==> src/rtl/shift_unit_seq.sv <==
// Sequential barrel-free shifter: one bit per clock for LSR / ASR / LSL / ROR,
// with a valid/ready request port and a valid/ready result port.
module shift_unit_seq #(
   parameter int WIDTH   = 8,
   parameter int SHAMT_W = 4
) (
   input  logic               clk,
   input  logic               rst,
   input  logic               in_valid,
   output logic               in_ready,
   input  logic [WIDTH-1:0]   a,
   input  logic [SHAMT_W-1:0] shamt,
   input  logic [1:0]         mode,
   output logic               out_valid,
   input  logic               out_ready,
   output logic [WIDTH-1:0]   result,
   output logic               carry,
   output logic               zero
);

   localparam int CNT_W = $clog2(WIDTH + 1);
   localparam logic [CNT_W-1:0] CNT_ONE  = {{(CNT_W-1){1'b0}}, 1'b1};
   localparam logic [1:0]       MODE_LSR = 2'b00;
   localparam logic [1:0]       MODE_ASR = 2'b01;
   localparam logic [1:0]       MODE_LSL = 2'b10;
   localparam logic [1:0]       MODE_ROR = 2'b11;

   typedef enum logic [1:0] {IDLE = 2'd0, SHIFT = 2'd1, DONE = 2'd2} state_t;

   state_t             state_q, state_d;
   logic [WIDTH-1:0]   work_q, work_d;
   logic [1:0]         mode_q, mode_d;
   logic [CNT_W-1:0]   count_q, count_d;
   logic               carry_q, carry_d;
   logic               zero_q, zero_d;

   logic [31:0]        shamt_ext_s;
   logic [31:0]        n_s;
   logic [WIDTH-1:0]   step_s;
   logic               step_carry_s;

   // Effective step count: saturate at WIDTH for shifts, wrap for rotates.
   always_comb begin
      shamt_ext_s = 32'(shamt);
      if (mode == MODE_ROR) begin
         n_s = shamt_ext_s % 32'(WIDTH);
      end else if (shamt_ext_s >= 32'(WIDTH)) begin
         n_s = 32'(WIDTH);
      end else begin
         n_s = shamt_ext_s;
      end
   end

   // One-bit step of the working register and the bit that leaves it.
   always_comb begin
      step_s       = work_q;
      step_carry_s = 1'b0;
      case (mode_q)
         MODE_LSR: begin
            step_s       = {1'b0, work_q[WIDTH-1:1]};
            step_carry_s = work_q[0];
         end
         MODE_ASR: begin
            step_s       = {work_q[WIDTH-1], work_q[WIDTH-1:1]};
            step_carry_s = work_q[0];
         end
         MODE_LSL: begin
            step_s       = {work_q[WIDTH-2:0], 1'b0};
            step_carry_s = work_q[WIDTH-1];
         end
         MODE_ROR: begin
            step_s       = {work_q[0], work_q[WIDTH-1:1]};
            step_carry_s = work_q[0];
         end
         default: begin
            step_s       = work_q;
            step_carry_s = 1'b0;
         end
      endcase
   end

   // Next-state and datapath update for the IDLE / SHIFT / DONE sequence.
   always_comb begin
      state_d = state_q;
      work_d  = work_q;
      mode_d  = mode_q;
      count_d = count_q;
      carry_d = carry_q;
      zero_d  = zero_q;
      case (state_q)
         IDLE: begin
            if (in_valid) begin
               work_d  = a;
               mode_d  = mode;
               count_d = n_s[CNT_W-1:0];
               carry_d = 1'b0;
               if (n_s != 32'd0) begin
                  state_d = SHIFT;
               end else begin
                  state_d = DONE;
                  zero_d  = (a == {WIDTH{1'b0}});
               end
            end else begin
               state_d = IDLE;
            end
         end
         SHIFT: begin
            work_d  = step_s;
            carry_d = step_carry_s;
            count_d = count_q - CNT_ONE;
            if (count_q == CNT_ONE) begin
               state_d = DONE;
               zero_d  = (step_s == {WIDTH{1'b0}});
            end else begin
               state_d = SHIFT;
            end
         end
         DONE: begin
            if (out_ready) begin
               state_d = IDLE;
            end else begin
               state_d = DONE;
            end
         end
         default: begin
            state_d = IDLE;
         end
      endcase
   end

   // State and datapath registers.
   always_ff @(posedge clk or posedge rst) begin
      if (rst) begin
         state_q <= IDLE;
         work_q  <= {WIDTH{1'b0}};
         mode_q  <= 2'b00;
         count_q <= {CNT_W{1'b0}};
         carry_q <= 1'b0;
         zero_q  <= 1'b0;
      end else begin
         state_q <= state_d;
         work_q  <= work_d;
         mode_q  <= mode_d;
         count_q <= count_d;
         carry_q <= carry_d;
         zero_q  <= zero_d;
      end
   end

   assign in_ready  = (state_q == IDLE) && !rst;
   assign out_valid = (state_q == DONE);
   assign result    = work_q;
   assign carry     = carry_q;
   assign zero      = zero_q;

endmodule

==> config.mk <==
export PLATFORM = sky130hd
export DESIGN_NAME = shift_unit_seq
export DESIGN_NICKNAME = d
export VERILOG_FILES = /design/src/rtl/shift_unit_seq.sv
export SDC_FILE = /design/constraint.sdc
export NUM_CORES = 1
export LEC_CHECK = 0
export BUFFER_PORTS_ARGS = -buffer_cell sky130_fd_sc_hd__buf_4
export CAP_MARGIN = 10
export CORE_MARGIN = 2
export CORE_UTILIZATION = 46
export DETAILED_ROUTE_END_ITERATION = 12
export PLACE_DENSITY = 0.77
export SETUP_SLACK_MARGIN = 0.2
export SLEW_MARGIN = 40
export SYNTH_ARGS = -nofsm -noshare
export SYNTH_HDL_FRONTEND = slang
export SYNTH_SLANG_ARGS = --single-unit
==> constraint.sdc <==
create_clock -name clk -period 1.3 [get_ports clk]
set_input_delay 0.13 -clock clk [delete_from_list [all_inputs] [get_ports clk]]
set_output_delay 0.13 -clock clk [all_outputs]
set_load 0.05 [all_outputs]
==> results of run 1 <==
-- stage by stage --
stage,cells,power [mW],area [sq um],hold slack [ns]
after floorplan,109,2.80,1090,0.0682
after global placement,177,3.62,1460,0.176
after detailed placement,177,3.71,1460,0.182
after CTS,193,4.66,1720,0.0509
after global routing,198,5.36,1820,0.0382
final,198,5.08,1820,0.0452
-- worst max-delay path: cells and delay by family (launching register included) --
kind,cells,cell delay (ns)
mux,1,0.33
flops,1,0.41
buf+inv,1,0.08
compound gates,1,0.09
simple gates,2,0.36
fa+ha+maj,1,0.12
-- per-layer routing --
layer  vias up  track usage, %  share of wire, %
met5         -               0                 0
met4         0            10.7               1.3
met1       555            32.5                37
met2        47            51.0                56
met3         6            3.43               5.8
li1        512               -                 -
-- final timing paths --
path                                         from                     end
min                                      shamt[1]  count_q[1]$_DFFE_PP0P_
max in group asynchronous                     rst   result[2]$_DFFE_PP0P_
min reg2reg                      zero$_DFFE_PP0P_        zero$_DFFE_PP0P_
max reg2reg                count_q[1]$_DFFE_PP0P_        zero$_DFFE_PP0P_
max                        count_q[1]$_DFFE_PP0P_        zero$_DFFE_PP0P_
min in group asynchronous                     rst    state_q[1]$_DFF_PP0_
-- Yosys cell counts (3+ instances only) --
library cell,number,area [sq um]
dfrtp_1,18,450
inv_1,4,15.0
nor3_1,3,15.0
a21oi_1,6,30.0
mux2i_1,11,110
a22oi_1,4,30.0
nand3_1,3,15.0
o21ai_0,7,35.0
nor2_1,8,30.0
nand2_1,7,26.3
nor2b_1,3,18.8
mux2_2,4,45.0
-- layout make-up --
| class | count | area (sq um) | area share [%] |
|---|---|---|---|
| tap | 28 | 35.0 | 1.93 |
| inverter | 4 | 15.0 | 0.826 |
| timing repair buffer | 62 | 606 | 33.3 |
| clock buffer | 4 | 26.3 | 1.45 |
| sequential | 18 | 460 | 25.3 |
| multi-input combinational | 82 | 674 | 37.1 |
-- what timing repair did --
item,4_1_cts,5_1_grt
hold buffers,1,0
setup endpoints to repair,23,28
endpoints found under the hold margin,18,0
resized for setup,38,17
setup buffers,11,5
pin swaps,12,9
-- cell families after synthesis --
logic type | share of synthesized area [%]
compound gates | 16.9
fa+ha+maj | 2.33
buf+inv | 4.42
flops | 41.9
mux | 15.5
simple gates | 19.0
-- power by group through the flow --
stage	clock [mW]	sequential, mW	combinational, mW
after floorplan	0	1.58	1.22
after global placement	0	1.12	2.50
after detailed placement	0	1.14	2.57
after CTS	0.299	1.15	3.21
after global routing	0.334	1.25	3.78
final	0.302	1.21	3.57
-- sequential cells by signal, summed over array words and instances (netlist names) --
signal and count:
carry 1, count_q 4, mode_q 2, result 8
state_q 2, zero 1
==> flow_summary.json, run 1 <==
{
  "cp-start-kind": "register",
  "clock_sinks": 18,
  "final_common_cell": "buf_4",
  "fmax_mhz": 664,
  "fp.dieW_um": 52.3,
  "dpl_worst_slack_ns": -0.158,
  "ctsRootBufferMaster": "clkbuf_4",
  "grt_usage_pct": 27.8,
  "wl_mm": 3.60,
  "rsz0062_at_grt": "yes",
  "cp_slowest_cell": "dfrtp_1",
  "seqPwrFrac_pct": 23.8,
  "ys_types": 36,
  "ctsHtreeMaxLevel": 1,
  "crit_chain": "inv_2, ha_4, nor3b_4, a32oi_1, nor2_1, mux2_1",
  "worstPathArrival_ns": 1.70,
  "hold_viol_final": 0,
  "grt_pass1_wl_mm": 5.49,
  "setup_viol": 17,
  "utilization_pct": 82.1,
  "grt_overflow": 0,
  "ctsLongestPathBuffers": 2,
  "areaGrowthSynthToFinish_pct": 69.0,
  "syn_nets": 129,
  "cap_violations": 0,
  "ys_warn_count": 0,
  "worstPathRequired_ns": 1.50,
  "ant_nets": 0,
  "finClkSkew_ns": 0.00112,
  "power_density_nw_per_um2": 2800,
  "cts_buffers": 3,
  "hp-class": "in2reg",
  "io_buffers": 29,
  "wl_per_cell_um": 18.2,
  "row_count": 17,
  "gp_congestion": 0.829,
  "synthesis.area_sq_um": 1070,
  "insertedDiodeCount": 0,
  "final_max_slew_viol_count": 0,
  "initial_core_util_pct": 48.6,
  "num_io_pins": 30,
  "viasPerCell": 5.66,
  "layout_common_cells": "34 x buf_4, 20 x buf_6, 10 x mux2i_1, 10 x dfrtp_1",
  "first_iter_violations": 41,
  "ys_ff_latch": 18,
  "end_kind": "register",
  "nets": 191,
  "hold_depth": 3,
  "sw_frac_of_total_pct": 45.9,
  "nFillCells": 131,
  "slew_headroom_pct": 80.5,
  "ys.flop_type": "dfrtp_1",
  "setup_slack_ns": -0.205,
  "cts.reportedPaths.clkPinSlew_ns": 0.10,
  "post-dp-hpwl_mm": 2.06,
  "worst-path-max-fanout": 2,
  "ir_worst_vdd_mv": 2.22,
  "ys_seq_area_share_pct": 41.9,
  "synth_edf_count": 0,
  "core_area_sq_um": 2210,
  "tritoncts": "done",
  "reg2reg_depth": 6,
  "p_leak_nw": 0.843,
  "fin_crit_sh_pct": 116,
  "cp_slowest_stage_delay_ns": 0.41,
  "violations": "setup timing",
  "drc": 0,
  "grt_max_degree": 19,
  "synthArstFlopShare_pct": 100,
  "worstSkewPairLatency_ns": 0.30,
  "critPathKind": "reg2reg",
  "tightest_slew_ns": 0.284,
  "rrSetupSlack_ns": -0.21,
  "die_h_um": 52.3,
  "period_needed_ns": 1.51,
  "grt_pass1_vias": 1164,
  "fin_setup_tns_ns": -1.30,
  "p_int_mw": 2.75,
  "drive_gt1_share_pct": 57.1,
  "status": "complete, but fails checks",
  "drtPass1Iterations": 5,
  "die-area_sq_um": 2740,
  "clockPowerShare_pct": 5.9,
  "syn_area_per_cell_sq_um": 9.86,
  "vias": 1120,
  "p_comb_share_pct": 70.3,
  "syn_inst": 109,
  "antenna_found_initial": 0,
  "p_sw_mw": 2.33
}
No activity file was read; power rests on OpenSTA's default activity.
==> run 2, diff against run 1 <==
--- a/config.mk
+++ b/config.mk
@@ -13,4 +13,5 @@
 export PLACE_DENSITY = 0.77
 export SETUP_SLACK_MARGIN = 0.2
+export SKIP_LAST_GASP = 1
 export SLEW_MARGIN = 40
 export SYNTH_ARGS = -nofsm -noshare
==> constraint.sdc (replaced) <==
create_clock -name clk -period 1.3 [get_ports clk]
set_input_delay 0.13 -clock clk [delete_from_list [all_inputs] [get_ports clk]]
set_output_delay 0.13 -clock clk [all_outputs]
set_load 0.1 [all_outputs]
==> flow_summary.json, run 2 (synthesis results as in run 1) <==
{
  "status": "complete, but fails checks",
  "violations": "setup timing",
  "drc": 0,
  "layout_common_cells": "41 x buf_4, 14 x buf_6, 11 x buf_12, 9 x mux2i_1, 7 x dfrtp_1",
  "ir_worst_vdd_mv": 2.58,
  "cp_slowest_cell": "dfrtp_2",
  "grt_usage_pct": 31.7,
  "post-dp-hpwl_mm": 2.05,
  "fp.dieW_um": 52.3,
  "slew_headroom_pct": 59.1,
  "worstPathArrival_ns": 1.75,
  "dpl_worst_slack_ns": -0.119,
  "drive_gt1_share_pct": 65.4,
  "insertedDiodeCount": 0,
  "end_kind": "register",
  "wl_mm": 4.94,
  "stdcell_area_sq_um": 2040,
  "critPathKind": "reg2reg",
  "finClkSkew_ns": 0.0102,
  "die_h_um": 52.3,
  "grt_pass1_vias": 1265,
  "dpl-instance-area_sq_um": 1520,
  "cp_num_buf_inv": 2,
  "cap_violations": 0,
  "wl_per_cell_um": 23.9,
  "num_io_pins": 30,
  "grt_pass1_wl_mm": 6.22,
  "nFillCells": 77,
  "fin_setup_tns_ns": -2.63,
  "reg2reg_to": "result[7]$_DFFE_PP0P_",
  "layout.cells.non_filler": 207,
  "vias": 1260,
  "setup_viol": 19,
  "hold_ws_ns": 0.0609,
  "ant_nets": 0,
  "final_common_cell": "buf_4",
  "final_max_slew_viol_count": 0,
  "die-area_sq_um": 2740,
  "power_density_nw_per_um2": 3220,
  "cp-start-kind": "register",
  "worstPathRequired_ns": 1.49,
  "p_leak_nw": 0.929,
  "first_iter_violations": 46,
  "nets": 200,
  "io_buffers": 29,
  "fmax_mhz": 643,
  "hold_depth": 2,
  "cp_slowest_stage_delay_ns": 0.49,
  "holdCritStartpoint": "mode[1]",
  "ctsLongestPathBuffers": 2,
  "ctsHtreeMaxLevel": 1,
  "worst-path-max-fanout": 6,
  "areaGrowthSynthToFinish_pct": 90.2,
  "cts_buffers": 3,
  "grt_max_degree": 19,
  "reg2reg_depth": 5,
  "gp_congestion": 0.827,
  "power_mw": 6.58,
  "drtPass1Iterations": 4,
  "dp_cells": 182,
  "core_area_sq_um": 2210,
  "tritoncts": "done",
  "antenna_found_initial": 0,
  "period_needed_ns": 1.56,
  "largest_reg_flops": 8,
  "utilization_pct": 92.4,
  "cts.reportedPaths.clkPinSlew_ns": 0.12,
  "ctsRootBufferMaster": "clkbuf_4",
  "clock_sinks": 18,
  "grt_overflow": 0,
  "crit_chain": "nor3b_4, buf_6, buf_16, mux2i_1, o21ai_1",
  "hold_viol_final": 0,
  "hp-class": "in2reg",
  "setup_slack_ns": -0.256,
  "viasPerCell": 6.09,
  "fin_crit_sh_pct": 120,
  "r2r_start": "state_q[1]$_DFF_PP0_",
  "tightest_slew_ns": 0.608,
  "row_count": 17,
  "holdPathEnd": "mode_q[1]$_DFFE_PP0P_",
  "rrSetupSlack_ns": -0.26,
  "initial_core_util_pct": 48.6,
  "worstSkewPairLatency_ns": 0.31,
  "rsz0062_at_grt": "yes",
  "crit_family": "flip-flops"
}
## run 2: cell types whose count changed in the layout (fill, tap and decap cells not counted), sizes merged
| cell | previous run | this run |
|---|---|---|
| buf | 61 | 70 |
## run 2: cell type report
class | count | area [sq um] | share of cell area [%]
Inverter | 4 | 15.0 | 0.734
Sequential cell | 18 | 477 | 23.3
Timing Repair Buffer | 71 | 768 | 37.6
Tap cell | 28 | 35.0 | 1.71
Clock buffer | 4 | 36.3 | 1.77
Multi-Input combinational cell | 82 | 713 | 34.9
## run 2: worst max path at each step
stage | startpoint | endpoint | slack, ns | depth (start not counted)
3_3_place_gp | count_q[1]$_DFFE_PP0P_ | zero$_DFFE_PP0P_ | -0.09 | 6
3_5_place_dp | count_q[1]$_DFFE_PP0P_ | zero$_DFFE_PP0P_ | -0.12 | 6
2_1_floorplan | state_q[1]$_DFF_PP0_ | in_ready | -0.07 | 1
6_report | state_q[1]$_DFF_PP0_ | result[7]$_DFFE_PP0P_ | -0.26 | 5
4_1_cts | count_q[0]$_DFFE_PP0P_ | zero$_DFFE_PP0P_ | -0.14 | 5
5_1_grt | state_q[1]$_DFF_PP0_ | count_q[0]$_DFFE_PP0P_ | -0.32 | 5
## run 2: what timing repair did
action                                 4_1_cts  5_1_grt
resized for setup                           47       24
endpoints found under the hold margin       18        0
pin swaps                                    7        6
setup endpoints to repair                   29       30
buffers inserted                            13        6
hold buffers                                 1        0
cloned                                       1        0
## run 2: power breakdown
part | internal (mW) | switching, mW | leakage, nW | total (mW)
clock network | 0.171 | 0.197 | 0.0210 | 0.367
logic | 2.22 | 2.68 | 0.703 | 4.91
registers | 0.893 | 0.413 | 0.205 | 1.31
## run 2: worst register-to-register path, stage by stage, from the launching register on
cell and delay (ns):
dfrtp_2 0.49, nor3b_4 0.29, buf_6 0.15, buf_16 0.12, mux2i_1 0.27, o21ai_1 0.13
## run 2: routing by layer
| metal | vias to the layer above | share of wire, % | track usage [%] |
|---|---|---|---|
| met4 | 0 | 4.3 | 11.5 |
| met3 | 20 | 7.9 | 5.14 |
| li1 | 538 | - | - |
| met1 | 621 | 39 | 39.1 |
| met2 | 81 | 49 | 55.4 |
| met5 | - | 0 | 0 |
==> run 3, diff against run 2 <==
HOLD_SLACK_MARGIN = 0.15   (was default)
==> flow_summary.json, run 3 <==
{
  "synth.most_common_cell": "dfrtp_1",
  "dpl-instance-area_sq_um": 1520,
  "ctsHtreeMaxLevel": 1,
  "synth_edf_count": 0,
  "synthesis.area_sq_um": 1070,
  "antenna_found_initial": 0,
  "synth_top_area_cell": "dfrtp_1",
  "ctsLongestPathBuffers": 2,
  "worst_endpoint_kind": "sequential cell input",
  "syn_nets": 129,
  "lastStage": "global routing (5_1_grt)",
  "firstError": "[ERROR DPL-0033] detailed placement checks failed during check placement.",
  "ctsRootBufferMaster": "clkbuf_4",
  "gp_congestion": 0.827,
  "ys_types": 36,
  "yosys-top-cells-area": "dfrtp_1 42%, mux2i_1 10%, mux2_2 4.2%",
  "ys.flop_type": "dfrtp_1",
  "ys_ff_latch": 18,
  "status": "did not finish",
  "cts_buffers": 3,
  "synth_top_area_share_pct": 41.9,
  "ys_seq_area_share_pct": 41.9,
  "syn_inst": 109,
  "initial_core_util_pct": 48.6,
  "fp.dieW_um": 52.3,
  "post-dp-hpwl_mm": 2.05,
  "worst_endpoint": "zero$_DFFE_PP0P_/D",
  "grt_max_degree": 19,
  "die_h_um": 52.3,
  "num_io_pins": 30,
  "row_count": 17,
  "io_buffers": 29,
  "ys_warn_count": 0,
  "syn_area_per_cell_sq_um": 9.86,
  "synthArstFlopShare_pct": 100,
  "synth_common_cells": "18 x dfrtp_1, 11 x mux2i_1, 8 x nor2_1, 7 x nand2_1, 7 x o21ai_0",
  "clock_sinks": 18
}
==> run 3: cell counts after synthesis <==
Identical to the previous run, type by type.
==> run 3: cell families after synthesis <==
family	share of synthesized area, %
adders and majority gates	2.33
DFF	41.9
buffers and inverters	4.42
AOI/OAI and AO/OA	16.9
muxes	15.5
and+or+nand+nor	19.0
==> run 3: through the flow <==
step	worst slack, ns	TNS [ns]	hold WS, ns	instances
2_1_floorplan	-0.0729	-0.385	0.0683	109
3_3_place_gp	-0.0906	-0.191	0.190	182
3_5_place_dp	-0.119	-0.364	0.200	182
4_1_cts	-0.139	-0.850	0.0802	213
==> run 3: what timing repair did <==
action	CTS
gates cloned	1
pin swaps	7
setup buffers	13
endpoints found under the setup margin	29
hold endpoints to repair	31
hold buffers	13
gates resized for setup	47
==> run 4, diff against run 3 <==
CORE_AREA = 2 2 63 65   (was default)
CORE_MARGIN = default   (was 2)
CORE_UTILIZATION = default   (was 46)
DIE_AREA = 0 0 65 67   (was default)
HOLD_SLACK_MARGIN = default   (was 0.15)
PLACE_DENSITY = default   (was 0.77)
PLACE_DENSITY_LB_ADDON = 0.15   (was default)
SETUP_SLACK_MARGIN = default   (was 0.2)
clock period = 1.7 ns   (was 1.3 ns; I/O delays follow)
==> flow_summary.json, run 4 (synthesis results as in run 1) <==
{
  "initial_core_util_pct": 29.8,
  "first_iter_violations": 29,
  "tightest_slew_ns": 0.465,
  "cap_violations": 0,
  "layout_common_cells": "36 x buf_4, 15 x dfrtp_1, 11 x mux2i_1, 8 x nor2_1",
  "grt_overflow": 0,
  "clock_sinks": 18,
  "cp-start-kind": "register",
  "wl_per_cell_um": 13.9,
  "drc": 0,
  "worstPathRequired_ns": 1.53,
  "layout.cells.non_filler": 193,
  "fin_crit_sh_pct": 91.6,
  "dp_cells": 188,
  "die-area_sq_um": 4360,
  "final_common_cell": "buf_4",
  "antenna_found_initial": 0,
  "drtPass1Iterations": 4,
  "end_kind": "output pin",
  "nets": 166,
  "gp_congestion": 0.787,
  "grt_pass1_wl_mm": 4.58,
  "cts.reportedPaths.clkPinSlew_ns": 0.07,
  "status": "finished clean",
  "grt_pass1_vias": 960,
  "period_needed_ns": 1.56,
  "fmax_mhz": 642,
  "drive_gt1_share_pct": 36.6,
  "largest_reg_flops": 8,
  "fp.dieW_um": 65,
  "post-dp-hpwl_mm": 2.08,
  "cts_buffers": 3,
  "insertedDiodeCount": 0,
  "cts_setup_buffers": 0,
  "stdcell_area_sq_um": 1450,
  "slew_headroom_pct": 69.0,
  "rsz0062_at_grt": "no",
  "num_io_pins": 30,
  "die_h_um": 67,
  "critPathKind": "reg2out",
  "hp-class": "in2reg",
  "final_max_slew_viol_count": 0,
  "grt_max_degree": 19,
  "wl_mm": 2.68,
  "worstPathArrival_ns": 1.39,
  "ctsHtreeMaxLevel": 1,
  "grt.met1_usage_pct": 18.3,
  "finClkSkew_ns": 0.00103,
  "setup_viol": 0,
  "grt_use_met2_pct": 22.4,
  "tritoncts": "done",
  "grt_usage_pct": 13.9,
  "fin_setup_tns_ns": 0,
  "row_count": 22,
  "ctsRootBufferMaster": "clkbuf_8",
  "dpl-instance-area_sq_um": 1390,
  "worstSkewPairLatency_ns": 0.25,
  "vias": 919,
  "grt_use_met3_pct": 2.20,
  "viasPerCell": 4.76,
  "areaGrowthSynthToFinish_pct": 34.7,
  "hold_viol_final": 0,
  "ctsLongestPathBuffers": 2,
  "worst-path-max-fanout": 7,
  "core_area_sq_um": 3610,
  "io_buffers": 29,
  "grt.busiest_layer": "met2",
  "ant_nets": 0
}
run 4: worst paths after layout:
kind                            slack, ns                endpoint                 start  depth (start not counted)
max in group asynchronous            0.98   result[6]$_DFFE_PP0P_                   rst                          4
worst max register to register       0.15   result[7]$_DFFE_PP0P_  state_q[0]$_DFF_PP0_                          4
worst min-delay path                 0.16  count_q[1]$_DFFE_PP0P_              shamt[1]                          3
worst min register to register       0.50        zero$_DFFE_PP0P_      zero$_DFFE_PP0P_                          1
worst max-delay path                 0.14               out_valid  state_q[0]$_DFF_PP0_                          3
min in group asynchronous            0.51    state_q[1]$_DFF_PP0_                   rst                          4
run 4: layer usage:
metal | share of wire, % | up-vias
li1 | - | 465
met1 | 47 | 436
met2 | 48 | 16
met3 | 4.0 | 2
met4 | 1.0 | 0
met5 | 0 | -
run 4: timing repair:
| action | 4_1_cts | 5_1_grt |
|---|---|---|
| hold buffers | 1 | 0 |
| resized for setup | 0 | 1 |
| setup endpoints to repair | 0 | 1 |
| endpoints found under the hold margin | 18 | 0 |
run 4: cell type report:
type | count | area (sq um)
Fill cell | 379 | 2160
Multi-Input combinational cell | 82 | 593
Sequential cell | 18 | 454
Timing Repair Buffer | 37 | 280
Tap cell | 48 | 60.1
Clock buffer | 4 | 45.0
Inverter | 4 | 15.0
run 4: critical path, stage by stage, from the launching register on:
cell and delay [ns]:
dfrtp_1 0.46, buf_4 0.18, and2b_2 0.21, buf_4 0.28
run 4: stage by stage:
step	setup slack, ns	hold WS (ns)	utilization, %
2_1_floorplan	0.0357	0.108	-
4_1_cts	0.0548	0.153	40.0
5_1_grt	0.0345	0.158	40.1
6_report	0.142	0.158	40.1
3_3_place_gp	0.135	0.234	38.5
3_5_place_dp	0.0806	0.238	38.5
Power of run 4 is not shown: default switching activity piles up to over one toggle a cycle in this logic, so the estimate is an artifact.
